$ cat src/rtl/memory_march_tester.sv
// memory_march_tester: March C- built-in self-test initiator.
// Drives the write/read ports of a simple synchronous memory, checks every
// returned read word against the background pattern, and reports pass/fail,
// a saturating mismatch count and the first failing location.
//
//   state    | meaning
//   ---------+------------------------------------------------------------
//   ST_IDLE  | waiting for start; results from the last test are held
//   ST_RUN   | issuing March elements E0..E5, one memory operation per cycle
//   ST_DRAIN | no new operations; waiting for the last RD_LATENCY compares
//   ST_DONE  | one-cycle completion, done pulse and final pass verdict
module memory_march_tester #(
    parameter int                    ADDR_WIDTH = 8,
    parameter int                    DATA_WIDTH = 32,
    parameter int                    DEPTH      = 256,
    parameter int                    RD_LATENCY = 1,
    parameter logic [DATA_WIDTH-1:0] PATTERN    = '0
) (
    input  logic                  clk,
    input  logic                  rst,
    input  logic                  start,
    output logic                  busy,
    output logic                  done,
    output logic                  pass,
    output logic                  fail,
    output logic                  wr_en,
    output logic [ADDR_WIDTH-1:0] wr_addr,
    output logic [DATA_WIDTH-1:0] wr_data,
    output logic                  rd_en,
    output logic [ADDR_WIDTH-1:0] rd_addr,
    input  logic [DATA_WIDTH-1:0] rd_data,
    output logic [ADDR_WIDTH-1:0] err_addr,
    output logic [DATA_WIDTH-1:0] err_expected,
    output logic [DATA_WIDTH-1:0] err_actual,
    output logic [15:0]           err_count
);

    typedef enum logic [1:0] {ST_IDLE, ST_RUN, ST_DRAIN, ST_DONE} state_t;

    // March elements; E0 is write-only, E5 read-only, E1..E4 are (read, write) pairs.
    typedef enum logic [2:0] {E0, E1, E2, E3, E4, E5} elem_t;

    localparam logic [ADDR_WIDTH-1:0] LAST_ADDR = ADDR_WIDTH'(DEPTH - 1);
    localparam logic [ADDR_WIDTH-1:0] ADDR_ONE  = ADDR_WIDTH'(1);
    localparam logic [DATA_WIDTH-1:0] P0        = PATTERN;
    localparam logic [DATA_WIDTH-1:0] P1        = ~PATTERN;
    localparam int                    DRAIN_W   = (RD_LATENCY > 1) ? $clog2(RD_LATENCY) : 1;
    localparam logic [DRAIN_W-1:0]    DRAIN_LD  = DRAIN_W'(RD_LATENCY - 1);

    state_t                state_q, state_d;
    elem_t                 elem_q, elem_d;
    logic                  phase_q, phase_d;        // 0: read half, 1: write half
    logic [ADDR_WIDTH-1:0] addr_q, addr_d;
    logic [DRAIN_W-1:0]    drain_cnt_q, drain_cnt_d;

    logic                  busy_q, busy_d;
    logic                  done_q, done_d;
    logic                  pass_q, pass_d;
    logic                  fail_q, fail_d;
    logic                  wr_en_q, wr_en_d;
    logic [ADDR_WIDTH-1:0] wr_addr_q, wr_addr_d;
    logic [DATA_WIDTH-1:0] wr_data_q, wr_data_d;
    logic                  rd_en_q, rd_en_d;
    logic [ADDR_WIDTH-1:0] rd_addr_q, rd_addr_d;
    logic [DATA_WIDTH-1:0] rd_exp_q, rd_exp_d;      // expected word for the read on the port
    logic [ADDR_WIDTH-1:0] err_addr_q, err_addr_d;
    logic [DATA_WIDTH-1:0] err_expected_q, err_expected_d;
    logic [DATA_WIDTH-1:0] err_actual_q, err_actual_d;
    logic [15:0]           err_count_q, err_count_d;

    // Compare pipeline: stage k holds the read issued k+1 cycles ago.
    logic                  pipe_vld_q  [RD_LATENCY];
    logic                  pipe_vld_d  [RD_LATENCY];
    logic [ADDR_WIDTH-1:0] pipe_addr_q [RD_LATENCY];
    logic [ADDR_WIDTH-1:0] pipe_addr_d [RD_LATENCY];
    logic [DATA_WIDTH-1:0] pipe_exp_q  [RD_LATENCY];
    logic [DATA_WIDTH-1:0] pipe_exp_d  [RD_LATENCY];

    logic                  accept_start;
    logic                  run_next;
    logic                  write_next;
    logic                  read_next;
    logic                  cmp_vld;
    logic [ADDR_WIDTH-1:0] cmp_addr;
    logic [DATA_WIDTH-1:0] cmp_exp;
    logic                  mismatch;

    assign accept_start = (state_q == ST_IDLE) && start;

    // Sequencer: next FSM state and the March position of the next cycle's operation.
    always_comb begin
        state_d     = state_q;
        elem_d      = elem_q;
        phase_d     = phase_q;
        addr_d      = addr_q;
        drain_cnt_d = drain_cnt_q;
        case (state_q)
            ST_IDLE: begin
                if (start) begin
                    state_d = ST_RUN;
                    elem_d  = E0;
                    phase_d = 1'b1;
                    addr_d  = '0;
                end
            end
            ST_RUN: begin
                case (elem_q)
                    E0: begin
                        if (addr_q == LAST_ADDR) begin
                            elem_d  = E1;
                            phase_d = 1'b0;
                            addr_d  = '0;
                        end else begin
                            addr_d = addr_q + ADDR_ONE;
                        end
                    end
                    E1, E2: begin
                        if (!phase_q) begin
                            phase_d = 1'b1;
                        end else begin
                            phase_d = 1'b0;
                            if (addr_q == LAST_ADDR) begin
                                // E1 hands over to ascending E2, E2 to descending E3.
                                elem_d = (elem_q == E1) ? E2 : E3;
                                addr_d = (elem_q == E1) ? '0 : LAST_ADDR;
                            end else begin
                                addr_d = addr_q + ADDR_ONE;
                            end
                        end
                    end
                    E3, E4: begin
                        if (!phase_q) begin
                            phase_d = 1'b1;
                        end else begin
                            phase_d = 1'b0;
                            if (addr_q == '0) begin
                                elem_d = (elem_q == E3) ? E4 : E5;
                                addr_d = (elem_q == E3) ? LAST_ADDR : '0;
                            end else begin
                                addr_d = addr_q - ADDR_ONE;
                            end
                        end
                    end
                    E5: begin
                        if (addr_q == LAST_ADDR) begin
                            state_d     = ST_DRAIN;
                            drain_cnt_d = DRAIN_LD;
                        end else begin
                            addr_d = addr_q + ADDR_ONE;
                        end
                    end
                    default: state_d = ST_IDLE;
                endcase
            end
            ST_DRAIN: begin
                if (drain_cnt_q == '0) begin
                    state_d = ST_DONE;
                end else begin
                    drain_cnt_d = drain_cnt_q - DRAIN_W'(1);
                end
            end
            ST_DONE: state_d = ST_IDLE;
            default: state_d = ST_IDLE;
        endcase
    end

    // Memory-port outputs for the next cycle, decoded from the next March position.
    always_comb begin
        run_next   = (state_d == ST_RUN);
        write_next = run_next && ((elem_d == E0) || ((elem_d != E5) && phase_d));
        read_next  = run_next && (elem_d != E0) && !phase_d;
        busy_d     = (state_d == ST_RUN) || (state_d == ST_DRAIN);
        done_d     = (state_d == ST_DONE);
        wr_en_d    = write_next;
        rd_en_d    = read_next;
        wr_addr_d  = write_next ? addr_d : wr_addr_q;
        wr_data_d  = wr_data_q;
        if (write_next) begin
            wr_data_d = ((elem_d == E1) || (elem_d == E3)) ? P1 : P0;
        end
        rd_addr_d = read_next ? addr_d : rd_addr_q;
        rd_exp_d  = rd_exp_q;
        if (read_next) begin
            rd_exp_d = ((elem_d == E2) || (elem_d == E4)) ? P1 : P0;
        end
    end

    // Shift each issued read down the compare pipeline.
    always_comb begin
        pipe_vld_d[0]  = rd_en_q;
        pipe_addr_d[0] = rd_addr_q;
        pipe_exp_d[0]  = rd_exp_q;
        for (int i = 1; i < RD_LATENCY; i++) begin
            pipe_vld_d[i]  = pipe_vld_q[i-1];
            pipe_addr_d[i] = pipe_addr_q[i-1];
            pipe_exp_d[i]  = pipe_exp_q[i-1];
        end
    end

    assign cmp_vld  = pipe_vld_q[RD_LATENCY-1];
    assign cmp_addr = pipe_addr_q[RD_LATENCY-1];
    assign cmp_exp  = pipe_exp_q[RD_LATENCY-1];
    assign mismatch = cmp_vld && (rd_data != cmp_exp);

    // Result bookkeeping: clear on an accepted start, accumulate on mismatches.
    always_comb begin
        pass_d         = pass_q;
        fail_d         = fail_q;
        err_addr_d     = err_addr_q;
        err_expected_d = err_expected_q;
        err_actual_d   = err_actual_q;
        err_count_d    = err_count_q;
        if (accept_start) begin
            pass_d         = 1'b0;
            fail_d         = 1'b0;
            err_addr_d     = '0;
            err_expected_d = '0;
            err_actual_d   = '0;
            err_count_d    = '0;
        end else begin
            if (mismatch) begin
                fail_d = 1'b1;
                if (err_count_q != 16'hFFFF) begin
                    err_count_d = err_count_q + 16'd1;
                end
                if (!fail_q) begin
                    err_addr_d     = cmp_addr;
                    err_expected_d = cmp_exp;
                    err_actual_d   = rd_data;
                end
            end
            // The final compare can land in the last drain cycle, so fold it in here.
            if (state_d == ST_DONE) begin
                pass_d = !(fail_q || mismatch);
            end
        end
    end

    // Sequencer registers.
    always_ff @(posedge clk) begin
        if (rst) begin
            state_q     <= ST_IDLE;
            elem_q      <= E0;
            phase_q     <= 1'b0;
            addr_q      <= '0;
            drain_cnt_q <= '0;
        end else begin
            state_q     <= state_d;
            elem_q      <= elem_d;
            phase_q     <= phase_d;
            addr_q      <= addr_d;
            drain_cnt_q <= drain_cnt_d;
        end
    end

    // Registered memory-port and status outputs.
    always_ff @(posedge clk) begin
        if (rst) begin
            busy_q         <= 1'b0;
            done_q         <= 1'b0;
            pass_q         <= 1'b0;
            fail_q         <= 1'b0;
            wr_en_q        <= 1'b0;
            wr_addr_q      <= '0;
            wr_data_q      <= '0;
            rd_en_q        <= 1'b0;
            rd_addr_q      <= '0;
            rd_exp_q       <= '0;
            err_addr_q     <= '0;
            err_expected_q <= '0;
            err_actual_q   <= '0;
            err_count_q    <= '0;
        end else begin
            busy_q         <= busy_d;
            done_q         <= done_d;
            pass_q         <= pass_d;
            fail_q         <= fail_d;
            wr_en_q        <= wr_en_d;
            wr_addr_q      <= wr_addr_d;
            wr_data_q      <= wr_data_d;
            rd_en_q        <= rd_en_d;
            rd_addr_q      <= rd_addr_d;
            rd_exp_q       <= rd_exp_d;
            err_addr_q     <= err_addr_d;
            err_expected_q <= err_expected_d;
            err_actual_q   <= err_actual_d;
            err_count_q    <= err_count_d;
        end
    end

    // Compare pipeline registers; reset throws away reads still in flight.
    always_ff @(posedge clk) begin
        if (rst) begin
            for (int i = 0; i < RD_LATENCY; i++) begin
                pipe_vld_q[i]  <= 1'b0;
                pipe_addr_q[i] <= '0;
                pipe_exp_q[i]  <= '0;
            end
        end else begin
            for (int i = 0; i < RD_LATENCY; i++) begin
                pipe_vld_q[i]  <= pipe_vld_d[i];
                pipe_addr_q[i] <= pipe_addr_d[i];
                pipe_exp_q[i]  <= pipe_exp_d[i];
            end
        end
    end

    assign busy         = busy_q;
    assign done         = done_q;
    assign pass         = pass_q;
    assign fail         = fail_q;
    assign wr_en        = wr_en_q;
    assign wr_addr      = wr_addr_q;
    assign wr_data      = wr_data_q;
    assign rd_en        = rd_en_q;
    assign rd_addr      = rd_addr_q;
    assign err_addr     = err_addr_q;
    assign err_expected = err_expected_q;
    assign err_actual   = err_actual_q;
    assign err_count    = err_count_q;

endmodule

$ cat config.mk
export PLATFORM = sky130hd
export DESIGN_NAME = memory_march_tester
export DESIGN_NICKNAME = d
export VERILOG_FILES = /design/src/rtl/memory_march_tester.sv
export SDC_FILE = /design/constraint.sdc
export NUM_CORES = 1
export LEC_CHECK = 0
export CAP_MARGIN = 20
export CORE_UTILIZATION = 40
export CTS_BUF_LIST = sky130_fd_sc_hd__clkbuf_4 sky130_fd_sc_hd__clkbuf_8 sky130_fd_sc_hd__clkbuf_16
export CTS_CLUSTER_DIAMETER = 120
export DETAILED_ROUTE_END_ITERATION = 8
export HOLD_SLACK_MARGIN = 0.03
export PLACE_DENSITY_LB_ADDON = 0.25
export SLEW_MARGIN = 20
export SYNTH_ARGS = -nofsm -noshare
export SYNTH_HDL_FRONTEND = slang
export SYNTH_SLANG_ARGS = --single-unit
$ cat constraint.sdc
create_clock -name clk -period 6.3 [get_ports clk]
set_input_delay 1.89 -clock clk [delete_from_list [all_inputs] [get_ports clk]]
set_output_delay 1.89 -clock clk [all_outputs]
set_load 0.05 [all_outputs]
==> results.py <==
metrics = {
    "status": {
        "run_status": "finished clean",
    },
    "setup_path": {
        "worst_r2r_startpoint": "addr_q[4]",
        "start_kind": "input pin",
        "critical_path.endpoint_type": "register",
        "biggest_cell_delay_along_the_critical_path_ns": 0.64,
        "critical_path.startpoint": "rd_data[21]",
        "timing.critical_path.mode_cell": "buf_4",
        "critPathKind": "in -> reg",
        "critPathCapture": "err_actual[23]",
        "critical_path_arrival_ns": 4.89,
        "critPathBufInv": 3,
        "register_to_register_setup_slack_ns": 2.63,
        "path_max_fanout": 25,
        "cp_cell_sequence": "clkdlybuf4s50_1 -> nor4_1 -> a31oi_1 -> o41ai_2 -> buf_4 -> or2_2 -> buf_4 -> mux2i_1 -> nor2_1",
        "timing.critical_path.slowest_stage_cell": "or2_2",
        "worst_r2r_path_depth": 7,
        "timing.rr.end": "rd_addr[6]",
        "path_depth": 9,
        "cell_class_contributing_the_biggest_share_of_worst_path_delay": "buffers and inverters",
        "crit_required_ns": 6.51,
    },
    "grt": {
        "grt.total_usage": 0.2117,
        "grt_util_met3": 0.04213,
        "global_route.overflow_total": 0,
        "vias_in_the_first_global_route": 4665,
        "largest_net_degree_at_the_start_of_global_routing": 59,
        "global_route.usage.met1": 0.2829,
        "grt_pass1_wl_um": 24830,
        "busiest_layer": "met2",
        "antenna_found_initial": 0,
        "met2_usage": 0.3438,
    },
    "final_layout": {
        "final_cell_mix": "clkdlybuf4s50_1, dfxtp_1, nor2_1",
        "mostFrequentLayoutCell": "clkdlybuf4s50_1",
        "fin_nets": 822,
        "area.growth.synth_to_final_pct": 29.68,
        "stdcell_count": 964,
        "diodes": 0,
        "fraction_of_final_layout_cells_with_drive_strength_greater_than_1": 0.05485,
    },
    "floorplanning": {
        "io_pins": 177,
        "die_area_um2": 14790,
        "floorplan.initialDensity": 0.4108,
        "placementRows": 43,
        "die_height_um": 121.6,
        "die-width_um": 121.6,
        "area_of_the_core_um2": 13930,
    },
    "synth": {
        "share_of_the_synthesized_area_in_compound_gates_ao_oa_aoi_oai": 0.1526,
        "area_contributors_post_synth": "dfxtp_1, buf_4, mux2i_1",
        "synth-seq-area-share": 0.3672,
        "synth_cell_types": 69,
        "yosys_most_used_dff": "dfxtp_1",
        "synth_top_area_share": 0.3672,
        "synth_seq_cells": 105,
        "syn_area_per_cell_um2": 8.308,
        "synth.mux.area_fraction": 0.08437,
        "mappedNetlistNets": 731,
        "synth_edf_count": 0,
        "synth.yosys.warnings": 0,
        "synthCells": 689,
        "synth_largest_area_cell": "dfxtp_1",
        "syn-cell-area_um2": 5724,
        "synth_adder_area_share": 0.01530,
        "async_flop_share": 0,
        "synthSimpleGateAreaFrac": 0.2363,
        "synth_top_family_by_area": "simple AND/OR/NAND/NOR gates",
        "synth_xor_area_frac": 0.02295,
    },
    "sta": {
        "timing_worst_slew_pin_value_ns": 1.031,
        "grt_setup_unrepaired": "no",
        "final.period_utilization": 0.7426,
        "finalHoldViolations": 0,
        "final-max-slew-violation-count": 0,
        "setup-tns-final_ns": 0,
        "slew_headroom": 0.3031,
        "period_needed_ns": 4.679,
        "finClkSkew_ns": 0.007581,
        "timing.final.setup_violations": 0,
        "max_freq_mhz": 213.7,
    },
    "clock_tree": {
        "cts_inserted_buffers": 9,
        "h-tree-depth": 3,
        "cts_tree": "yes",
        "cts.reportedPaths.clkPinSlew_ns": 0.07,
        "hold_buffers": 0,
        "cts.repair.resized": 0,
        "later_pin_clock_latency_in_the_skew_report_ns": 0.34,
        "clk_root_buffer_cell": "clkbuf_16",
        "cts_num_sinks": 105,
        "cts_setup_buffers": 0,
        "buffers_from_clock_root_to_sink_at_most": 2,
    },
    "hold_path": {
        "min-delay-path-class": "reg -> reg",
    },
    "power_and_ir_drop": {
        "cellLeakagePower_nw": 2.903,
        "peakVddDrop_mv": 0.2233,
        "p_per_area_nw_per_um2": 180.1,
    },
    "detailed_routing": {
        "drt_pass1_iterations": 6,
        "vias": 5187,
        "drt_iter0_drc": 455,
        "route.detailed.drc": 0,
        "totalWireLength_um": 15940,
        "ant_nets": 0,
        "viasPerCell": 5.381,
        "wire_per_inst_um": 16.53,
    },
    "placement": {
        "gpl.final_weighted_congestion": 0.9737,
        "place.detailed.instances": 949,
        "place.port_buffers": 176,
        "place_hpwl_um": 11600,
    },
    "flow_run": {
        "drv_cap": 0,
    },
}
-- Yosys cell counts, types with 3 or more instances --
| cell type | n |
|---|---|
| nor3_1 | 28 |
| buf_4 | 64 |
| nand2b_1 | 6 |
| nand2_1 | 37 |
| a211oi_1 | 11 |
| o211a_1 | 3 |
| nand3_1 | 24 |
| nor2b_1 | 19 |
| and3_1 | 10 |
| xor2_1 | 3 |
| and2_1 | 7 |
| dfxtp_1 | 105 |
| o21ai_1 | 4 |
| nor4_1 | 11 |
| a21o_1 | 6 |
| or3_1 | 3 |
| inv_1 | 11 |
| a211o_1 | 4 |
| a2111oi_0 | 5 |
| a21oi_1 | 33 |
| ha_1 | 7 |
| o31ai_1 | 6 |
| o21ai_0 | 19 |
| and4_1 | 4 |
| mux2i_1 | 46 |
| xnor2_1 | 12 |
| nor2_1 | 96 |
| a32oi_1 | 4 |
| nand4_1 | 5 |
| buf_2 | 6 |
| o211ai_1 | 3 |
| or2_2 | 3 |
| clkbuf_1 | 29 |
| a31oi_1 | 9 |
-- cell type report --
cell class              instances  area (um^2)
well taps                     180        225.2
repair buffers                183         1814
flip-flops and latches        105         2102
fillers                      1287         6511
clock buffers                  11        246.5
inverters                      12        45.04
multi-input cells             469         2954
clock inverters                 4        36.28
-- tightest hold or removal path, cell delays in order, from the launching register on --
cell and delay [ns]:
dfxtp_1 0.31, mux2i_1 0.06, nor2_1 0.07
-- metal layers --
layer / wire (um) / up-vias / share of wire
li1: - / 2549 / -
met1: 7248 / 2426 / 0.45
met2: 7460 / 197 / 0.47
met3: 1039 / 15 / 0.065
met4: 187 / 0 / 0.012
met5: 0 / - / 0
-- sequential cells by signal, indices dropped and copies added, names as in the netlist --
signal        cells
pass              1
wr_en             1
wr_data           1
fail              1
err_actual       32
wr_addr           8
elem_q            3
err_expected      1
rd_en             1
addr_q            8
pipe_addr_q       8
busy              1
pipe_vld_q        1
err_addr          8
state_q           2
rd_addr           8
err_count        16
phase_q           1
pipe_exp_d        1
pipe_exp_q        1
done              1
-- kinds of logic (layout without fill, tap and decap cells) --
family          after synthesis  count (layout)
simple gates                271             271
compound gates              128             128
buf+inv                     115             210
flops                       105             105
mux                          48              48
xor+xnor                     15              15
fa+ha+maj                     7               7
-- power by group --
| group | internal, mW | switching (mW) |
|---|---|---|
| clock network | 0.287 | 0.248 |
| logic | 0.0477 | 0.0822 |
| registers | 0.668 | 0.00398 |
-- worst min path at each step --
stage                 startpoint           to  slack, ns  cells after the start
4_1_cts        pipe_addr_q[0][3]  err_addr[3]       0.47                      2
3_5_place_dp   pipe_addr_q[0][3]  err_addr[3]       0.46                      2
3_3_place_gp   pipe_addr_q[0][3]  err_addr[3]       0.45                      2
6_report       pipe_addr_q[0][3]  err_addr[3]       0.47                      2
2_1_floorplan  pipe_addr_q[0][0]  err_addr[0]       0.44                      2
5_1_grt               wr_addr[0]   wr_addr[0]       0.49                      2
-- through the flow --
stage          power [mW]  hold slack (ns)  setup slack (ns)  area (um^2)    util
6_report            1.337           0.4717             1.621         7423  0.5327
5_1_grt             1.393           0.4889             1.459         7423  0.5327
4_1_cts             1.356           0.4726             1.617         7407  0.5316
3_5_place_dp       0.8155           0.4550             1.345         7124  0.5113
3_3_place_gp       0.8145           0.4460             1.419         7124  0.5113
2_1_floorplan      0.7598           0.4365             2.443         5724       -
Note: power is estimated with default switching activity, not from simulation.
